===== src/rtl/fila_escrita_reg.sv =====
// fila_escrita_reg: write-back FIFO feeding the register-file write port, with youngest-first bypass lookup
module fila_escrita_reg #(
  parameter int PROFUNDIDADE = 4,
  parameter int LARG_DADO = 32,
  parameter int LARG_END = 6
) (
  input  logic                            clock,
  input  logic                            reset,
  input  logic                            mem_valid,
  input  logic [LARG_END-1:0]             mem_reg,
  input  logic [LARG_DADO-1:0]            mem_dado,
  output logic                            mem_pronto,
  input  logic                            alu_valid,
  input  logic [LARG_END-1:0]             alu_reg,
  input  logic [LARG_DADO-1:0]            alu_dado,
  output logic                            alu_pronto,
  output logic                            reg_write,
  output logic [LARG_END-1:0]             reg_escrita,
  output logic [LARG_DADO-1:0]            escreve_dado,
  input  logic [LARG_END-1:0]             busca_reg1,
  input  logic [LARG_END-1:0]             busca_reg2,
  output logic                            hit1,
  output logic                            hit2,
  output logic [LARG_DADO-1:0]            dado_byp1,
  output logic [LARG_DADO-1:0]            dado_byp2,
  output logic [$clog2(PROFUNDIDADE):0]   ocupacao,
  output logic                            erro_estouro
);
  localparam int PW = $clog2(PROFUNDIDADE);
  logic [LARG_END-1:0] fila_reg [PROFUNDIDADE];
  logic [LARG_DADO-1:0] fila_dado [PROFUNDIDADE];
  logic [PW-1:0] wr_ptr, rd_ptr;
  logic [PW:0] livres;
  logic push_mem, push_alu, pop;
  assign livres = (PW+1)'(PROFUNDIDADE) - ocupacao;
  assign mem_pronto = (livres >= (PW+1)'(1)) & ~reset;
  assign alu_pronto = (livres >= (mem_valid ? (PW+1)'(2) : (PW+1)'(1))) & ~reset;
  assign push_mem = mem_valid & mem_pronto;
  assign push_alu = alu_valid & alu_pronto;
  assign pop = ocupacao != '0;
  // mem goes first because it belongs to the older instruction
  always_ff @(posedge clock) begin
    if (push_mem) begin
      fila_reg[wr_ptr] <= mem_reg;
      fila_dado[wr_ptr] <= mem_dado;
    end
    if (push_alu) begin
      fila_reg[wr_ptr + PW'(push_mem)] <= alu_reg;
      fila_dado[wr_ptr + PW'(push_mem)] <= alu_dado;
    end
  end
  always_ff @(posedge clock) begin
    if (reset) begin
      wr_ptr <= '0;
      rd_ptr <= '0;
      ocupacao <= '0;
      reg_write <= 1'b0;
      reg_escrita <= '0;
      escreve_dado <= '0;
      erro_estouro <= 1'b0;
    end else begin
      wr_ptr <= wr_ptr + PW'(push_mem) + PW'(push_alu);
      rd_ptr <= rd_ptr + PW'(pop);
      ocupacao <= ocupacao + (PW+1)'(push_mem) + (PW+1)'(push_alu) - (PW+1)'(pop);
      reg_write <= pop;
      if (pop) begin
        reg_escrita <= fila_reg[rd_ptr];
        escreve_dado <= fila_dado[rd_ptr];
      end
      if ((mem_valid & ~mem_pronto) | (alu_valid & ~alu_pronto)) erro_estouro <= 1'b1;
    end
  end
  // later matches overwrite earlier ones, so the tail (youngest) wins
  function automatic logic [LARG_DADO:0] busca(input logic [LARG_END-1:0] a);
    logic [LARG_DADO:0] r;
    logic [PW-1:0] idx;
    r = (reg_write && reg_escrita == a) ? {1'b1, escreve_dado} : '0;
    for (int i = 0; i < PROFUNDIDADE; i++) begin
      idx = rd_ptr + PW'(i);
      if ((PW+1)'(i) < ocupacao && fila_reg[idx] == a) r = {1'b1, fila_dado[idx]};
    end
    return r;
  endfunction
  always_comb {hit1, dado_byp1} = busca(busca_reg1);
  always_comb {hit2, dado_byp2} = busca(busca_reg2);
endmodule


===== config.mk =====
export PLATFORM = sky130hd
export DESIGN_NAME = fila_escrita_reg
export DESIGN_NICKNAME = d
export VERILOG_FILES = /design/src/rtl/fila_escrita_reg.sv
export SDC_FILE = /design/constraint.sdc
export NUM_CORES = 1
export LEC_CHECK = 0
export BUFFER_PORTS_ARGS = -buffer_cell sky130_fd_sc_hd__buf_2
export CELL_PAD_IN_SITES_DETAIL_PLACEMENT = 1
export CELL_PAD_IN_SITES_GLOBAL_PLACEMENT = 1
export CORE_ASPECT_RATIO = 0.5
export CORE_MARGIN = 2
export CORE_UTILIZATION = 25
export DETAILED_ROUTE_END_ITERATION = 16
export GPL_TIMING_DRIVEN = 0
export PLACE_DENSITY = 0.52
export SYNTH_ARGS = -nofsm -noshare
export SYNTH_HDL_FRONTEND = slang
export SYNTH_SLANG_ARGS = --single-unit
export TNS_END_PERCENT = 10

===== constraint.sdc =====
create_clock -name clock -period 11.8 [get_ports clock]
set_input_delay 0 -clock clock [delete_from_list [all_inputs] [get_ports clock]]
set_output_delay 0 -clock clock [all_outputs]
set_load 0.02 [all_outputs]

==> results.md, run 1 <==
* Outcome: finished, violations left
* Failing checks: max-capacitance violations, max-slew violations
* Slowest cell on crit path: buf_1
* Kind of critical path: reg2reg
* Mean Syn Cell Area at between 10 and 15 um2
* Post-layout min period at between 5 and 6 ns
* DRT Wirelength at 73.3 mm
* Post-synth EDFFs at 152
* Most used cell, CP: ha_1
* RSZ-0062 raised after global routing: no
* Gate power share at 0.591
* Worst hold path class: in2reg
* Largest register FFs at ~130
* Io pins at around 200
* Power share of the clock group at 0.136
* Synthesized area at ~0.015 mm2
* Commonest non-fill, non-tap cells in the layout: 227 x buf_2, 201 x mux2_2, 183 x mux2i_1
* Root Buffer: clkbuf_16
* Synthesized instance count at roughly 1500
* GR Overflow Total at 0
* Clk slew on worst S/H paths at 0.07 ns
* Antenna violations before repair at 0
* # diodes at 0
* Commonest non-fill, non-tap cell in the layout: buf_2
* RD Place Congestion at slightly below 0.9
* First-pass GRT wire length at slightly above 100 mm
* P_int at around 2100 uW
* Synth Net Count at approximately 1600
* Setup TNS at 0 ns
* # port buffers at 190
* Yosys cell types at 49
* Hold path start: reset
* Worst-margin pin slew at 1.51 ns
* Final HPWL DP at between 50 and 60 mm
* Vias at ~14000
* Clock Skew at roughly 0.0090 ns
* Largest net degree at the start of global routing at 39
* CP Launch Point: ocupacao[0]
* Reg-to-Reg Start: ocupacao[0]
* Crit path arrival time at between 5 and 6 ns
* Final Cycle Share at 0.487
* Relative max-transition margin at -0.00704
* Worst Path Buf+Inv at 5
* Die width at between 300 and 400 um
* Slew Limit Fails at 11
* Leak pwr at between 0.007 and 0.008 uW
* Vias in the first global route at between 10000 and 15000
* Initial Util at 0.253
* Layout cells sized above 1 at 0.292
* Seq pwr share at 0.273
* DIE AREA at approximately 0.062 mm2
* Crit path launch type: flop
* Worst path cell trace: inv_1 -> ha_1 -> ha_1 -> nor4b_1 -> nor2_1 -> nand2_1 -> inv_1 -> ha_1 -> nor3_1 -> clkbuf_1 -> buf_1 -> mux2_2 -> dlygate4sd3_1
* Clk buf depth at 2
* Crit path max fanout at 10
* Crit end category: flop
* Critical Path Max Stage Delay at between 1 and 1.5 ns
* Final net count at 1900
* Sequential-to-total area share from yosys stat at 0.367
* PostCTS Resize Cnt at 0
* Iteration count of the initial detailed-routing pass at 6
* DR DRC count at 0
* Fin util at 0.317
* NetSw at about 2100 uW
* Seq cells post-synth at 199
* Iter 0 DRT Violations at roughly 1100
* TritonCTS Buffers at 17
* Switching Fraction at 0.494
* Setup-failing EPs final at 0
* Die height at ~180 um
* Average wire per standard cell at 28.0 um
* Fmax at ~170 MHz
* VDD IR max at ~0.00015 V
* P&R area growth vs syn at 25.2%
* Cell family with most CP delay: buffers and inverters
* Core area at about 0.059 mm2
* Final hold viol count at 0
* Post-detailed-route count of antenna-violating nets at 0
* Vias per inst at around 5.3
* CTS tree: done
* Skew-Pair Late Insertion Delay at 0.48 ns
* # H-tree levels at 4
* Worst EP required at 12.03 ns
* Max cap viols at 1
* Syn. warnings at 0
* Power Density at 223 mW/mm2
* CTS sink cnt at 199
* Rows at 63
* Ys async rst share at 0
* Ys flop type: edfxtp_1
* Reg2Reg Setup Slack at slightly above 6 ns
* GRT Resource Usage Total at 0.234
metal layers:
layer / global-route usage / wire length [um] / vias up
met5: 0 / 0 / -
met4: 0.0848 / 2390 / 0
met3: 0.0354 / 3670 / 113
met2: 0.394 / 35100 / 442
met1: 0.303 / 32100 / 7108
li1: - / - / 6125
power groups by stage:
stage	logic, uW	registers, uW	clock network, uW
final	2480	1150	570
after global routing	2630	1160	600
after CTS	2450	1140	578
after detailed placement	2390	1160	0
after global placement	2350	1170	0
after floorplan	1420	1180	0
worst reg2reg max path: stages, from the launching register on:
cell and delay [ns]:
dfxtp_1 0.39, inv_1 0.15, ha_1 0.23, ha_1 0.30, nor4b_1 0.23, nor2_1 0.12
nand2_1 0.15, inv_1 0.11, ha_1 0.35, nor3_1 0.53, clkbuf_1 0.78, buf_1 1.17
mux2_2 0.45, dlygate4sd3_1 0.56
cell usage after synthesis (all sizes together) (2+ instances only):
cell type	count	area, um2
a21o	13	97.6
and2	50	313
dfxtp	47	941
nor2	87	332
fa	2	40.0
nand3	8	40.0
nor4b	2	17.5
o221ai	2	17.5
edfxtp	152	4560
a21oi	101	505
mux4	18	405
inv	12	45.0
xor2	28	245
nand2	169	634
a211o	18	158
mux2i	183	1830
nand4	9	56.3
o21ai	42	210
a221o	33	330
o2bb2ai	13	114
a31oi	2	12.5
clkbuf	68	259
mux2	201	2260
nor2b	4	25.0
xnor2	36	315
o221a	32	360
nor3	5	25.0
nor4	2	12.5
o22ai	32	200
nand2b	5	31.3
or4	4	30.0
ha	11	138
buf	64	360
repair_timing:
item                      CTS  global route
buffers inserted            0             0
hold endpoints to repair  153             0
hold buffers              117             0
cells by family (layout without fill, tap and decap cells):
| group | after synthesis | count (layout) | share of synthesized area |
|---|---|---|---|
| AND/OR/NAND/NOR | 349 | 349 | 0.103 |
| adder cells (fa/ha/maj) | 13 | 13 | 0.0118 |
| flip-flops | 199 | 199 | 0.367 |
| XOR/XNOR | 64 | 64 | 0.0374 |
| AO/OA/AOI/OAI | 293 | 293 | 0.137 |
| multiplexers | 402 | 402 | 0.300 |
| buffers and inverters | 145 | 488 | 0.0445 |
per-stage QoR:
| step | instance area [um2] | worst slack, ns | power (uW) | hold slack [ns] | instances |
|---|---|---|---|---|---|
| after CTS | 18800 | 6.09 | 4180 | 0.136 | 2620 |
| after detailed placement | 17100 | 6.11 | 3550 | 0.281 | 2471 |
| after global routing | 18800 | 5.84 | 4390 | 0.174 | 2620 |
| final | 18800 | 6.06 | 4200 | 0.153 | 2620 |
| after floorplan | 15000 | 6.68 | 2600 | 0.0882 | 1465 |
| after global placement | 17000 | 3.07 | 3520 | 0.273 | 2467 |
path summary, 6_finish.rpt:
| kind | to | depth (start not counted) |
|---|---|---|
| min reg2reg | escreve_dado[19] | 2 |
| min | ocupacao[0] | 5 |
| max reg2reg | fila_dado[2][27] | 13 |
| max | fila_dado[2][27] | 13 |
layout make-up:
| class | count | area [um2] |
|---|---|---|
| Buffer | 132 | 621 |
| Timing Repair Buffer | 311 | 2210 |
| Tap cell | 812 | 1020 |
| Clock buffer | 23 | 468 |
| Clock inverter | 9 | 52.6 |
| Fill cell | 6838 | 40500 |
| Sequential cell | 199 | 5510 |
| Multi-Input combinational cell | 1121 | 8870 |
| Inverter | 13 | 48.8 |
Power figures use the tool's default switching activity.
==> run 2: changes to the inputs <==
--- a/config.mk
+++ b/config.mk
@@ -13,7 +13,7 @@
 export CORE_UTILIZATION = 25
 export DETAILED_ROUTE_END_ITERATION = 16
 export GPL_TIMING_DRIVEN = 0
-export PLACE_DENSITY = 0.52
+export PLACE_DENSITY = 0.54
 export SYNTH_ARGS = -nofsm -noshare
 export SYNTH_HDL_FRONTEND = slang
 export SYNTH_SLANG_ARGS = --single-unit
==> constraint.sdc (replaced) <==
create_clock -name clock -period 4.6 [get_ports clock]
set_input_delay 0 -clock clock [delete_from_list [all_inputs] [get_ports clock]]
set_output_delay 0 -clock clock [all_outputs]
set_load 0.02 [all_outputs]
==> run 2 against run 1 <==
  * The run now ends clean
  * Cell area is essentially flat
  * Worst setup slack lost 6.0 ns
  * Clock skew grew 0.0079 ns
  * Clock-buffer cell count shrank 5
  * Hold slack lost 0.029 ns
  * Critical path type is now reg2out
==> results.md, run 2 (synthesized netlist as in run 1, its figures left out) <==
* Outcome: finished clean
* Post-detailed-route count of antenna-violating nets at 0
* TritonCTS Buffers at 17
* Crit path arrival time at about 4.5 ns
* Setup-failing EPs final at 0
* Average wire per standard cell at 26.9 um
* Root Buffer: clkbuf_16
* CP Launch Point: rd_ptr[0]
* Worst hold path class: in2reg
* CTS sink cnt at 199
* Die width at between 300 and 400 um
* Final hold viol count at 0
* DR DRC count at 0
* P&R area growth vs syn at 25.3%
* Kind of critical path: reg2out
* Crit path max fanout at 10
* Io pins at around 200
* Vias per inst at approximately 5.2
* # diodes at 0
* Vias at about 14000
* Iteration count of the initial detailed-routing pass at 5
* Final instance area at 0.0188 mm2
* Area after DPL at between 0.015 and 0.02 mm2
* Worst path cell trace: buf_2 -> buf_6 -> clkinv_1 -> buf_2 -> buf_1 -> clkbuf_1 -> o21ai_0 -> o221a_2 -> o22ai_1 -> buf_2
* Rows at 63
* Iter 0 DRT Violations at 1196
* Initial Util at 0.253
* Vias in the first global route at about 14000
* P_int at roughly 5500 uW
* Area occupied by multi-input gates at 0.00889 mm2
* Max cap viols at 0
* Seq pwr share at 0.273
* GR Overflow Total at 0
* # port buffers at 190
* Crit end category: output port
* Leak pwr at approximately 0.0073 uW
* Power Density at about 570 mW/mm2
* RSZ-0062 raised after global routing: yes
* Layout cells sized above 1 at 0.302
* Critical Path Max Stage Delay at 0.92 ns
* Slowest cell on crit path: buf_1
* Gate power share at 0.584
* Clk slew on worst S/H paths at roughly 0.09 ns
* RD Place Congestion at 0.898
* Switching Fraction at 0.490
* GRT Resource Usage Total at 0.223
* Clk buf depth at 2
* Most used cell, CP: buf_2
* Final net count at 1895
* First-pass GRT wire length at a little under 100 mm
* Overall power at between 10000 and 15000 uW
* # H-tree levels at 4
* DIE AREA at between 0.06 and 0.07 mm2
* Post-layout min period at approximately 4.5 ns
* NetSw at between 5000 and 6000 uW
* Worst-margin pin slew at 1.34 ns
* Register area at ~0.0055 mm2
* CTS tree: done
* Slew Limit Fails at 0
* Worst EP required at ~4.6 ns
* Reg-to-Reg Start: ocupacao[0]
* Largest net degree at the start of global routing at 22
* # fillers at around 6900
* Largest register FFs at roughly 130
* Final HPWL DP at ~51 mm
* VDD IR max at between 0.0002 and 0.0003 V
* Skew-Pair Late Insertion Delay at about 0.47 ns
* Core area at a little under 0.06 mm2
* Fmax at 223 MHz
* Power share of the clock group at 0.143
* Hold path start: reset
* Relative max-transition margin at 0.105
* Commonest non-fill, non-tap cell in the layout: buf_2
* DRT Wirelength at 70.3 mm
* Antenna violations before repair at 0
* Crit path launch type: flop
* Commonest non-fill, non-tap cells in the layout: 226 x buf_2, 201 x mux2_2, 183 x mux2i_1
* Final Cycle Share at 0.977
* Clock Skew at 0.0169 ns
* Die height at about 180 um
run 2: cell types whose count changed in the layout (fill, tap and decap cells not counted), sizes merged:
| cell | delta |
|---|---|
| dlygate4sd3 | -9 |
| inv | +4 |
| clkbuf | -3 |
| clkinv | -2 |
| clkinvlp | +2 |
| bufinv | +1 |
| clkdlybuf4s15 | +1 |
| or2 | +1 |
run 2: final timing paths:
kind	end	slack, ns	depth (start not counted)
worst min-delay path	ocupacao[2]	0.12	3
worst min register to register	escreve_dado[19]	0.51	2
worst max register to register	fila_dado[1][19]	0.11	13
worst max-delay path	dado_byp1[3]	0.11	10
run 2: power groups by stage:
stage | clock network (uW) | registers (uW) | logic [uW]
2_1_floorplan | 0 | 3020 | 3650
3_3_place_gp | 0 | 2990 | 5930
3_5_place_dp | 0 | 2980 | 6000
4_1_cts | 1560 | 2940 | 6170
5_1_grt | 1630 | 2980 | 6660
6_report | 1540 | 2930 | 6280
run 2: metal layers:
metal	track usage	up-vias	wire length, um
li1	-	6110	-
met1	0.288	7018	30300
met2	0.381	448	34300
met3	0.0338	88	3610
met4	0.0728	0	2050
met5	0	-	0
run 2: layout make-up:
cell class | count | share of cell area
Buffer | 132 | 0.0342
Inverter | 13 | 0.00260
Timing Repair Buffer | 305 | 0.114
Multi-Input combinational cell | 1122 | 0.473
Clock buffer | 18 | 0.0228
Sequential cell | 199 | 0.293
Tap cell | 812 | 0.0541
Clock inverter | 14 | 0.00659
run 2: timing repair:
item / 4_1_cts / 5_1_grt
gates resized for setup: 14 / 20
gates cloned: 1 / 0
hold buffers: 108 / 0
buffers inserted: 0 / 3
pin swaps: 1 / 0
setup endpoints to repair: 179 / 146
endpoints found under the hold margin: 153 / 0
run 2: worst max-delay path, delay by kind of cell, from the launching register on:
kind / cells / cell delay, ns
compound gates: 3 / 0.91
flops: 1 / 0.31
buf+inv: 7 / 2.77
run 2: metrics by stage:
step | setup TNS [ns] | util | setup WS, ns | std cells | hold slack, ns
after floorplan | -0.669 | - | -0.0176 | 1465 | 0.0882
after global placement | -268.31 | 0.286 | -2.28 | 2467 | 0.274
after detailed placement | -88.63 | 0.288 | -1.08 | 2471 | 0.286
after CTS | -2.29 | 0.316 | -0.122 | 2612 | 0.124
after global routing | -0.446 | 0.317 | -0.124 | 2615 | 0.147
final | 0 | 0.317 | 0.106 | 2615 | 0.124
